`src/rtl/sonar_ping_ctrl.sv`:
```
// rtl/sonar_ping_ctrl.sv - sonar ping sequencer: TX burst, blanking, listen window, time of flight
module sonar_ping_ctrl #(
  parameter int CNT_W = 32,
  parameter int HP_W  = 16,
  parameter int NB_W  = 8
) (
  input  logic             clk,
  input  logic             rst,
  input  logic             start,
  input  logic             abort,
  input  logic [HP_W-1:0]  tx_half_period,
  input  logic [NB_W-1:0]  burst_cycles,
  input  logic [CNT_W-1:0] blank_cycles,
  input  logic [CNT_W-1:0] timeout_cycles,
  input  logic             echo_in,
  output logic             tx_out,
  output logic             tx_en,
  output logic             listen_en,
  output logic             busy,
  output logic             done,
  output logic             echo_valid,
  output logic             timeout,
  output logic [CNT_W-1:0] tof
);

  typedef enum logic [2:0] {
    S_IDLE,
    S_TX,
    S_BLANK,
    S_LISTEN,
    S_DONE
  } state_t;

  localparam logic [CNT_W-1:0] cnt_one  = {{(CNT_W-1){1'b0}}, 1'b1};
  localparam logic [NB_W:0]    half_one = {{NB_W{1'b0}}, 1'b1};
  localparam logic [HP_W-1:0]  hp_one   = {{(HP_W-1){1'b0}}, 1'b1};

  state_t state, state_next;

  // Configuration captured at start so register writes mid-ping are harmless
  logic [HP_W-1:0]  h_q;
  logic [NB_W-1:0]  n_q;
  logic [CNT_W-1:0] blank_q;
  logic [CNT_W-1:0] timeout_q;

  logic [CNT_W-1:0] elapsed;
  logic [CNT_W-1:0] ph_cnt;    // clocks within a TX half-cycle, or within BLANK
  logic [NB_W:0]    half_cnt;  // completed TX half-cycles

  logic start_ok;
  logic ph_last;
  logic tx_last;
  logic blank_last;
  logic to_hit;

  assign start_ok   = (state == S_IDLE) && start && !abort;
  assign ph_last    = (ph_cnt == ({{(CNT_W-HP_W){1'b0}}, h_q} - cnt_one));
  assign tx_last    = ph_last && (half_cnt == ({n_q, 1'b0} - half_one));
  assign blank_last = (ph_cnt == (blank_q - cnt_one));
  assign to_hit     = (elapsed >= timeout_q);

  // Phase outputs are pure decodes of the state register, so they are registered
  // and drop straight away on asynchronous reset
  assign tx_en     = (state == S_TX);
  assign listen_en = (state == S_LISTEN);
  assign busy      = (state == S_TX) || (state == S_BLANK) || (state == S_LISTEN);
  assign done      = (state == S_DONE);

  // State register
  always_ff @(posedge clk or negedge rst) begin
    if (!rst) state <= S_IDLE;
    else      state <= state_next;
  end

  // Next-state logic; abort overrides everything including start
  always_comb begin
    state_next = state;
    if (abort) begin
      state_next = S_IDLE;
    end else begin
      case (state)
        S_IDLE: begin
          if (start) begin
            if (burst_cycles != '0)      state_next = S_TX;
            else if (blank_cycles != '0) state_next = S_BLANK;
            else                         state_next = S_LISTEN;
          end
        end
        S_TX:     if (tx_last) state_next = (blank_q != '0) ? S_BLANK : S_LISTEN;
        S_BLANK:  if (blank_last) state_next = S_LISTEN;
        S_LISTEN: if (echo_in || to_hit) state_next = S_DONE;
        S_DONE:   state_next = S_IDLE;
        default:  state_next = S_IDLE;
      endcase
    end
  end

  // Counters, TX square wave and measurement results
  always_ff @(posedge clk or negedge rst) begin
    if (!rst) begin
      h_q        <= hp_one;
      n_q        <= '0;
      blank_q    <= '0;
      timeout_q  <= '0;
      elapsed    <= '0;
      ph_cnt     <= '0;
      half_cnt   <= '0;
      tx_out     <= 1'b0;
      echo_valid <= 1'b0;
      timeout    <= 1'b0;
      tof        <= '0;
    end else if (start_ok) begin
      h_q        <= (tx_half_period == '0) ? hp_one : tx_half_period;
      n_q        <= burst_cycles;
      blank_q    <= blank_cycles;
      timeout_q  <= timeout_cycles;
      elapsed    <= '0;
      ph_cnt     <= '0;
      half_cnt   <= '0;
      tx_out     <= (burst_cycles != '0);
      echo_valid <= 1'b0;
      timeout    <= 1'b0;
    end else if (abort) begin
      tx_out     <= 1'b0;
      echo_valid <= 1'b0;
      timeout    <= 1'b0;
    end else begin
      if (busy && (elapsed != '1)) elapsed <= elapsed + cnt_one;
      case (state)
        S_TX: begin
          if (ph_last) begin
            ph_cnt   <= '0;
            half_cnt <= half_cnt + half_one;
            tx_out   <= tx_last ? 1'b0 : ~tx_out;
          end else begin
            ph_cnt <= ph_cnt + cnt_one;
          end
        end
        S_BLANK: ph_cnt <= ph_cnt + cnt_one;
        S_LISTEN: begin
          if (echo_in) begin
            tof        <= elapsed;
            echo_valid <= 1'b1;
          end else if (to_hit) begin
            tof     <= timeout_q;
            timeout <= 1'b1;
          end
        end
        default: ;
      endcase
    end
  end

endmodule

```
`config.mk`:
```
export PLATFORM = sky130hd
export DESIGN_NAME = sonar_ping_ctrl
export DESIGN_NICKNAME = d
export VERILOG_FILES = /design/src/rtl/sonar_ping_ctrl.sv
export SDC_FILE = /design/constraint.sdc
export NUM_CORES = 1
export LEC_CHECK = 0
export ABC_AREA = 0
export BUFFER_PORTS_ARGS = -buffer_cell sky130_fd_sc_hd__buf_2
export CAP_MARGIN = 20
export CELL_PAD_IN_SITES_DETAIL_PLACEMENT = 0
export CELL_PAD_IN_SITES_GLOBAL_PLACEMENT = 1
export CORE_UTILIZATION = 48
export DETAILED_ROUTE_END_ITERATION = 7
export PLACE_DENSITY_LB_ADDON = 0.1
export SYNTH_ARGS = -nofsm -noshare
export SYNTH_HDL_FRONTEND = slang
export SYNTH_SLANG_ARGS = --single-unit
```
`constraint.sdc`:
```
create_clock -name clk -period 7.13 [get_ports clk]
set_clock_uncertainty 0.2 [all_clocks]
set_input_delay 1.0695 -clock clk [delete_from_list [all_inputs] [get_ports clk]]
set_output_delay 1.0695 -clock clk [all_outputs]
set_load 0.05 [all_outputs]
```
=== Word-level counts from Yosys, hierarchy flattened ===
Cells that the tools add are included.

* Register bits after elaboration: 199
* Bits of input ports: 93
* Output and inout bits: 39
* Word-level logic and storage cells: 104

* Add/subtract/negate cells: 6
* Magnitude comparators: 1
* Eq/ne operators: 14
* Mux-type cells: 37
* Bitwise logic cells: 3
* Reductions and logical operators: 31

{| class="wikitable"
|+ Operators by type and width
! operator !! count
|-
| 2-to-1 mux 32 bit || 8
|-
| adder 32 x 1 -> 32 bit, second input constant || 2
|-
| == test 32 bit || 2
|-
| one-hot mux 32 bit (2 select lines) || 1
|-
| nonzero test 32 bit || 2
|-
| 2-to-1 mux 9 bit || 4
|-
| greater-or-equal comparator 32 bit || 1
|-
| != test 32 bit, second input constant || 1
|-
| subtractor 32 x 1 -> 32 bit, second input constant || 1
|-
| nonzero test 3 bit || 6
|-
| subtractor 16 x 1 -> 17 bit, second input constant || 1
|-
| zero test 16 bit || 1
|-
| 2-to-1 mux 1 bit || 16
|-
| 2-to-1 mux 16 bit || 1
|-
| 2-to-1 mux 3 bit || 5
|-
| one-hot mux 3 bit (4 select lines) || 1
|-
| adder 9 x 1 -> 9 bit, second input constant || 1
|-
| == test 9 bit || 1
|-
| != test 3 x 2 -> 1 bit, second input constant || 3
|-
| subtractor 9 x 1 -> 9 bit, second input constant || 1
|-
| AND reduction 2 bit || 4
|-
| AND reduction 4 bit || 2
|-
| nonzero test 2 bit || 4
|-
| nonzero test 8 bit || 1
|-
| other kinds (12) || 22
|}

=== Depth between registers and ports, before layout ===
Gate-level depths: netlist of run 1.

* Depth after elaboration: 8
* Mapped depth: 13

=== Least setup slack after synthesis of run 1 ===
OpenSTA, ideal clock, no wires.

* Path type: reg-to-reg
* From: reg h_q[4]
* To: reg half_cnt[5]
* Setup time: 0.076 ns
* Arrival time: 3.003 ns
* Path slack: 3.851 ns
* Cell stages (with the launch flop): 11
* Buffers on the path: 2
* Clock period less this slack: 3.279 ns
* Path through: dfrtp_1 > buf_2 > or4_4 > or4_1 > a21oi_1 > o22ai_1 > nor4_4 > nand3_1 > buf_2 > or4_1 > o21ai_1

* Cells in the longest elaborated chain, start to end: 4

{| class="wikitable"
|+ Ends and longest elaborated chain
! element !! RTL line !! RTL
|-
| from (decl) || 41 || <nowiki>logic [HP_W-1:0] h_q;</nowiki>
|-
| from (signal assigned) || 101 || <nowiki>h_q <= hp_one;</nowiki>
|-
| from (signal assigned) || 113 || <nowiki>h_q <= (tx_half_period == '0) ? hp_one : tx_half_period;</nowiki>
|-
| subtractor 16 x 1 -> 17 bit || 57 || <nowiki>assign ph_last = (ph_cnt == ({{(CNT_W-HP_W){1'b0}}, h_q} - cnt_one));</nowiki>
|-
| == test 32 bit || 57 ||
|-
| nonzero test 2 bit (no line) || - ||
|-
| AND reduction 3 bit (no line) || - ||
|-
| to (signal assigned) || 133 || <nowiki>half_cnt <= half_cnt + half_one;</nowiki>
|-
| to (decl) || 48 || <nowiki>logic [NB_W:0] half_cnt;</nowiki>
|}

No other way between the ends.
A chain may end at the register's enable or synchronous reset.

=== Worst setup path in the final report of run 1 ===
* From: reg h_q[4]
* To: reg half_cnt[3]

Same word-level chain as after synthesis.

==> summary.txt, run 1 <==
Yosys
  • Share of Yosys cell area claimed by the top area cell type: a little over two fifths
  • Sequential area share after synthesis: a little over two fifths
  • Syn_area_per_cell: between 8 and 9 sq um
  • Mapped Cells: ~1400
  • Library cells used by synthesis: 63
  • Mapped Area: approximately 12000 sq um
  • Seq cells post-synth: between 150 and 200
  • Number of synthesized flops with an enable pin: 0
  • Ranking of synthesized cells by area: dfrtp_1 42%, nand2_1 9.1%, o21ai_0 4.6%, ha_1 4.0%, xnor2_1 3.8%
  • Async SR Flop Fraction: 100%
  • Ys flop type: dfrtp_1
  • Post-synth top cells: 287 x nand2_1, 198 x dfrtp_1, 110 x o21ai_0
  • Net Count, Synth: ~1500
  • Ys Warns: 0
  • Top-count cell post-synth: nand2_1
  • Largest area contributor in the netlist: dfrtp_1

GRT
  • First-pass GRT wire length: between 50000 and 60000 um
  • Largest net degree at the start of global routing: 94
  • Vias in the first global route: just over 10000
  • Initial antenna violation count: 2
  • Total gr overflow: 0
  • Total GRT Usage: 25.4%

Worst setup path
  • R2r setup slk: around 3.2 ns
  • Crit path max fanout: 12
  • Worst path required time: ~7.3 ns
  • Critical path data arrival time: between 4 and 5 ns
  • Worst Path Buf+Inv: 0
  • Reg-to-reg startpoint: h_q[4]$_DFFE_PN0P_
  • Worst r2r path cells: 8
  • Worst path slowest cell: or4_4
  • CP Class: register to register
  • CP Cell Sequence: or4_4 > or4_1 > a21oi_1 > o22ai_1 > nor4_4 > nand3_1 > or4_1 > a21oi_1
  • Top Family by Delay on Critical Path: simple AND/OR/NAND/NOR gates
  • Reg-to-Reg End: half_cnt[3]$_DFFE_PN0P_
  • Worst setup SP type: register
  • Critical Path Max Stage Delay: about 0.61 ns
  • Crit end category: register

Power
  • Int Pwr: between 2 and 3 mW
  • Clock power share: about 20%
  • Net Sw Power: approximately 2.1 mW
  • Sw Share: about 44%
  • Comb power frac: about two fifths
  • Power Dens Cells: between 300 and 400 nW/um^2
  • Leakage: slightly above 6 nW
  • Sequential power share: approximately two fifths
  • VDD IR max: 0.000188 V

STA
  • Worst-Margin Slew: just over 0.9 ns
  • Sum of negative setup slack: 0 ns
  • Period utilization: between 50% and 60%
  • Max-slew violations: 0
  • Fmax: around 260 MHz
  • Final hold violation count: 0
  • Slew margin rel.: around two fifths
  • Final setup viols: 0
  • Tmin final: about 3.9 ns
  • RSZ-0062 raised after global routing: no

CTS
  • Clock Root Buffer: clkbuf_16
  • Number of buffers created by CTS: 17
  • Worst-case clock buffer depth: 2
  • H-tree levels: 4
  • Post_cts resized: 0
  • Post-CTS setup buffers: 0
  • CTS sink count: a little under 200
  • Hold buffers post-CTS: 0
  • Clk slew on worst S/H paths: roughly 0.090 ns
  • CTS tree: yes
  • Worst skew pair latency: roughly 0.44 ns

Routing
  • Post-route ant nets: 0
  • Vias/cell: about 5.7
  • Detailed-route DRC error count: 0
  • Pre-antenna DRT Iters: 5
  • Average wire per standard cell: around 17 um
  • Post-Route WL: around 30000 um
  • DR vias: just over 10000
  • Starting DRT DRC Count: ~610

Flow run
  • Max cap viols: 0

Floorplanning
  • Starting Density: between 40 and 50%
  • Core area: 24200 sq um
  • Die H: 159 um
  • Ports: 132
  • Row count: 57
  • Die Area: around 25000 sq um
  • Die W: 159 um

Hold path
  • Hold path depth: 1
  • WHS Endpoint: tof[22]$_DFFE_PN0P_
  • Min-delay src: tof[22]$_DFFE_PN0P_
  • Worst min-delay path category: register to register

Finish
  • Final core utilization: 55.1%
  • Final Cell Area: between 10000 and 15000 sq um
  • Layout Cells excl Fill: around 1800
  • Nets: around 1600
  • Area Overhead vs Synth: 12.6%
  • Share of cells above drive strength 1: around 15%
  • # fillers: ~2300

Placement
  • Placed Cells: approximately 1800
  • DP Wirelength: roughly 22000 um
  • DP Area: 12700 sq um
  • IO buf count: 131
  • Gp weighted congestion: a little over 0.9

Status
  • Status: complete, no violations
==> metal layers <==
layer | wire [um] | global-route usage (%) | vias up
li1 | - | - | 5110
met1 | 14400 | 34.3 | 4998
met5 | 13 | 0 | -
met3 | 970 | 3.78 | 33
met4 | 507 | 7.39 | 2
met2 | 15000 | 42.3 | 194
==> power groups by stage <==
| stage | Clock, mW | Combinational [mW] | Sequential, mW |
|---|---|---|---|
| 2_1_floorplan | 0 | 1.32 | 1.96 |
| 3_3_place_gp | 0 | 1.95 | 1.83 |
| 3_5_place_dp | 0 | 1.98 | 1.84 |
| 4_1_cts | 1.01 | 1.99 | 1.82 |
| 5_1_grt | 1.05 | 2.22 | 1.87 |
| 6_report | 0.982 | 1.98 | 1.82 |
==> worst register-to-register path, stage by stage, from the launching register on <==
cell,delay [ns]
dfrtp_1,0.47
or4_4,0.61
or4_1,0.54
a21oi_1,0.15
o22ai_1,0.11
nor4_4,0.58
nand3_1,0.44
or4_1,0.58
a21oi_1,0.14
==> how the worst max path moves through the flow <==
stage	endpoint	depth (start not counted)	start	slack [ns]
after floorplan	half_cnt[5]$_DFFE_PN0P_	10	h_q[4]$_DFFE_PN0P_	3.85
after global placement	half_cnt[7]$_DFFE_PN0P_	8	h_q[4]$_DFFE_PN0P_	3.36
after detailed placement	half_cnt[7]$_DFFE_PN0P_	10	h_q[1]$_DFFE_PN0P_	3.26
after CTS	half_cnt[7]$_DFFE_PN0P_	10	h_q[1]$_DFFE_PN0P_	3.23
after global routing	half_cnt[7]$_DFFE_PN0P_	8	h_q[2]$_DFFE_PN0P_	2.93
final	half_cnt[3]$_DFFE_PN0P_	8	h_q[4]$_DFFE_PN0P_	3.24
==> cell usage in the layout (no fill, tap or decap), types with 3 or more instances in the layout <==
cell | Yosys | routed
nand2_1 | 287 | 287
dfrtp_1 | 198 | 198
buf_2 | 6 | 130
o21ai_0 | 110 | 110
nor2_1 | 75 | 75
a21oi_1 | 61 | 60
inv_1 | 55 | 55
xnor2_1 | 52 | 52
ha_1 | 38 | 38
mux2_2 | 37 | 37
nor4_1 | 35 | 35
xor2_1 | 34 | 34
a31oi_1 | 34 | 34
nand3_1 | 34 | 33
nand4_1 | 29 | 29
nor3_1 | 27 | 26
and3_1 | 22 | 22
nand2b_1 | 21 | 21
or3_1 | 20 | 20
clkbuf_16 | 0 | 17
or4_1 | 14 | 14
and4_1 | 13 | 13
nor2b_1 | 11 | 11
buf_4 | 0 | 10
or2_2 | 9 | 9
nand3b_1 | 9 | 9
o31ai_1 | 9 | 9
and2_1 | 7 | 7
o211ai_1 | 7 | 7
a41oi_1 | 7 | 7
clkinv_8 | 0 | 7
a21o_1 | 6 | 6
a211oi_1 | 6 | 6
o22ai_1 | 5 | 5
nand4b_1 | 4 | 4
inv_6 | 0 | 4
a21boi_0 | 3 | 3
a22o_1 | 3 | 3
a221o_1 | 3 | 3
mux2i_1 | 3 | 3
==> state kept, by name (all words and copies together) (netlist names), 3 cells and up <==
name	flops
blank_q	32
elapsed	32
h_q	16
half_cnt	9
n_q	8
ph_cnt	32
state	3
timeout_q	32
tof	32
==> kinds of logic after synthesis <==
kind of cell	synth area share, %
simple gates	25.9
compound gates	13.8
flops	42.0
buf+inv	4.19
xor+xnor	6.35
mux	3.77
fa+ha+maj	4.01
==> cell type report <==
cell class                      count  area, sq um  share of cell area, %
Antenna cell                        1         2.50                 0.0187
Clock buffer                       17          425                   3.19
Clock inverter                     15          185                   1.39
Inverter                           55          206                   1.55
Multi-Input combinational cell   1069         6410                   48.0
Sequential cell                   199         4980                   37.3
Tap cell                          324          405                   3.04
Timing Repair Buffer              141          739                   5.54
==> per-stage QoR <==
| step | hold WS (ns) | total power [mW] | setup WS, ns |
|---|---|---|---|
| 2_1_floorplan | 0.262 | 3.28 | 3.85 |
| 3_3_place_gp | 0.278 | 3.79 | 3.36 |
| 5_1_grt | 0.322 | 5.14 | 2.93 |
| 4_1_cts | 0.307 | 4.81 | 3.23 |
| 3_5_place_dp | 0.288 | 3.82 | 3.26 |
| 6_report | 0.306 | 4.78 | 3.24 |
No activity file was read; power rests on OpenSTA's default activity.
==> run 2, diff against run 1 <==
--- a/config.mk
+++ b/config.mk
@@ -10,7 +10,7 @@
 export CAP_MARGIN = 20
 export CELL_PAD_IN_SITES_DETAIL_PLACEMENT = 0
 export CELL_PAD_IN_SITES_GLOBAL_PLACEMENT = 1
-export CORE_UTILIZATION = 48
+export CORE_UTILIZATION = 45
 export DETAILED_ROUTE_END_ITERATION = 7
 export PLACE_DENSITY_LB_ADDON = 0.1
 export SYNTH_ARGS = -nofsm -noshare
==> constraint.sdc (replaced) <==
create_clock -name clk -period 4 [get_ports clk]
set_clock_uncertainty 0.2 [all_clocks]
set_input_delay 0.6 -clock clk [delete_from_list [all_inputs] [get_ports clk]]
set_output_delay 0.6 -clock clk [all_outputs]
set_load 0.05 [all_outputs]
==> run 2 against run 1 <==
Effect of this change:
- the flow now finishes with violations (negative hold slack)
- cell count increased by 1.2%
- clock power grew 95%
- routed wire length is 1.2% higher
- register-to-register slack got worse by 2.8 ns
- via count fell by 0.84%
- combinational power grew 79%
==> summary.txt, run 2 (synthesized netlist as in run 1, its figures left out) <==
Routing
  • Pre-antenna DRT Iters: 5 (unchanged)
  • Post-Route WL: 31200 um (was 30900 um)
  • Vias/cell: 5.56 (was 5.68)
  • Detailed-route DRC error count: 0 (unchanged)
  • Average wire per standard cell: 17.0 um (was 16.9 um)
  • Post-route ant nets: 0 (unchanged)
  • Starting DRT DRC Count: 639 (was 609)
  • DR vias: 10300 (about the same)

Placement
  • DP Area: 12900 sq um (was 12700 sq um)
  • IO buf count: 131 (unchanged)
  • Gp weighted congestion: 0.886 (was 0.915)
  • Post-Place Worst Slack: 0.464 ns (was 3.26 ns)
  • DP Wirelength: 22500 um (was 22100 um)

Finish
  • Final Cell Area: 13500 sq um (was 13400 sq um)
  • Final core utilization: 52.1% (was 55.1%)
  • Commonest non-fill, non-tap cell in the layout: nand2_1 (unchanged)
  • # fillers: 2542 (was 2311)
  • Most frequent cells in the layout: 287 x nand2_1, 198 x dfrtp_1, 130 x buf_2 (unchanged)
  • Area Overhead vs Synth: 14.1% (was 12.6%)
  • Diodes inserted: 0 (was 1)
  • Share of cells above drive strength 1: 15.9% (was 15.2%)
  • Nets: 1625 (was 1614)

CTS
  • Clk slew on worst S/H paths: 0.08 ns (was 0.09 ns)
  • CTS tree: yes (unchanged)
  • Clock Root Buffer: clkbuf_16 (unchanged)
  • Worst-case clock buffer depth: 2 (unchanged)
  • Worst skew pair latency: 0.46 ns (was 0.44 ns)
  • Post_cts resized: 0 (unchanged)
  • Hold buffers post-CTS: 0 (unchanged)
  • Number of buffers created by CTS: 17 (unchanged)
  • CTS sink count: 199 (unchanged)
  • H-tree levels: 4 (unchanged)
  • Post-CTS setup buffers: 0 (unchanged)

Worst setup path
  • Worst path slowest cell: or4_1 (was or4_4)
  • Crit path max fanout: 12 (unchanged)
  • Crit end category: register (unchanged)
  • Worst Path Buf+Inv: 0 (unchanged)
  • Worst path required time: 4.18 ns (was 7.29 ns)
  • Critical path data arrival time: 3.73 ns (was 4.05 ns)
  • Top Family by Delay on Critical Path: simple AND/OR/NAND/NOR gates (unchanged)
  • CP Class: register to register (unchanged)
  • WP depth: 8 (unchanged)
  • Worst setup SP type: register (unchanged)
  • Critical Path Max Stage Delay: 0.67 ns (was 0.61 ns)
  • CP Cell Sequence: or4_1 > or4_1 > a21oi_1 > o22ai_1 > nor4_4 > nand3_1 > or4_1 > a21oi_1 (was or4_4 > or4_1 > a21oi_1 > o22ai_1 > nor4_4 > nand3_1 > or4_1 > a21oi_1)
  • Worst r2r path cells: 8 (unchanged)
  • CP most frequent cell: or4_1

Status
  • Status: finished, violations left (was complete, no violations)
  • Failing checks: negative hold slack

STA
  • Max-slew violations: 0 (unchanged)
  • RSZ-0062 raised after global routing: no (unchanged)
  • Fin worst setup slack: 0.447 ns (was 3.24 ns)
  • Period utilization: 88.8% (was 54.5%)
  • Sum of negative setup slack: 0 ns (unchanged)
  • Final hold violation count: 7 (was 0)
  • Worst-Margin Slew: 0.906 ns (was 0.908 ns)
  • Tmin final: 3.55 ns (was 3.89 ns)
  • Fmax: 281 MHz (was 257 MHz)
  • Final setup viols: 0 (unchanged)
  • Worst hold margin: -0.0351 ns (was 0.306 ns)
  • Slew margin rel.: 39.0% (was 39.5%)

GRT
  • Vias in the first global route: 9725 (was 10100)
  • Total GRT Usage: 24.0% (was 25.4%)
  • Initial antenna violation count: 0 (was 2)
  • Largest net degree at the start of global routing: 137 (was 94)
  • Total gr overflow: 0 (unchanged)
  • First-pass GRT wire length: 51000 um (was 52000 um)

Power
  • Power Dens Cells: 642 nW/um^2 (was 358 nW/um^2)
  • Leakage: 6.22 nW (was 6.13 nW)
  • VDD IR max: 0.000386 V (was 0.000188 V)

Floorplanning
  • Core area: 26000 sq um (was 24200 sq um)
  • Die H: 164 um (was 159 um)
  • Row count: 59 (was 57)
  • Starting Density: 45.6% (was 48.9%)
  • Die W: 164 um (was 159 um)
  • Die Area: 27000 sq um (was 25300 sq um)
  • Ports: 132 (unchanged)

Hold path
  • Worst min-delay path category: input pin to async pin (was register to register)

Flow run
  • Max cap viols: 0 (unchanged)
[run 2: path summary, 6_finish.rpt]
path | slack (ns) | endpoint | start
min reg2reg | 0.31 | tof[27]$_DFFE_PN0P_ | tof[27]$_DFFE_PN0P_
min | -0.04 | h_q[2]$_DFFE_PN0P_ | rst
min in group clk | 0.14 | timeout_q[9]$_DFFE_PN0P_ | timeout_cycles[9]
max reg2reg | 0.45 | half_cnt[7]$_DFFE_PN0P_ | h_q[2]$_DFFE_PN0P_
max in group asynchronous | 2.72 | blank_q[21]$_DFFE_PN0P_ | rst
max | 0.45 | half_cnt[7]$_DFFE_PN0P_ | h_q[2]$_DFFE_PN0P_
[run 2: through the flow]
step / cells / total power [mW]
after floorplan: 1398 / 5.85
after global placement: 1810 / 6.78
after detailed placement: 1810 / 6.83
after CTS: 1842 / 8.78
after global routing: 1842 / 9.34
final: 1842 / 8.69
[run 2: report_power, final]
group          switching, mW  internal, mW  leakage (nW)  total, mW
clock                  0.967         0.940         0.316       1.91
sequential             0.634          2.61          2.59       3.24
combinational           2.23          1.31          3.31       3.54
total                   3.83          4.86          6.22       8.69
[run 2: layout make-up]
| class | count | area [sq um] | share of cell area, % |
|---|---|---|---|
| clock buffer | 17 | 425 | 3.14 |
| clock inverter | 15 | 233 | 1.72 |
| inverter | 55 | 206 | 1.53 |
| multi-input combinational | 1069 | 6410 | 47.4 |
| sequential | 199 | 4980 | 36.8 |
| tap | 335 | 419 | 3.10 |
| timing repair buffer | 152 | 860 | 6.35 |
[run 2: per-layer routing]
metal	vias up	track usage, %	part of all wire [%]
met3	28	2.93	3.0
li1	5139	-	-
met1	4902	32.1	46
met5	-	0	0
met2	181	41.4	50
met4	0	5.30	1.0
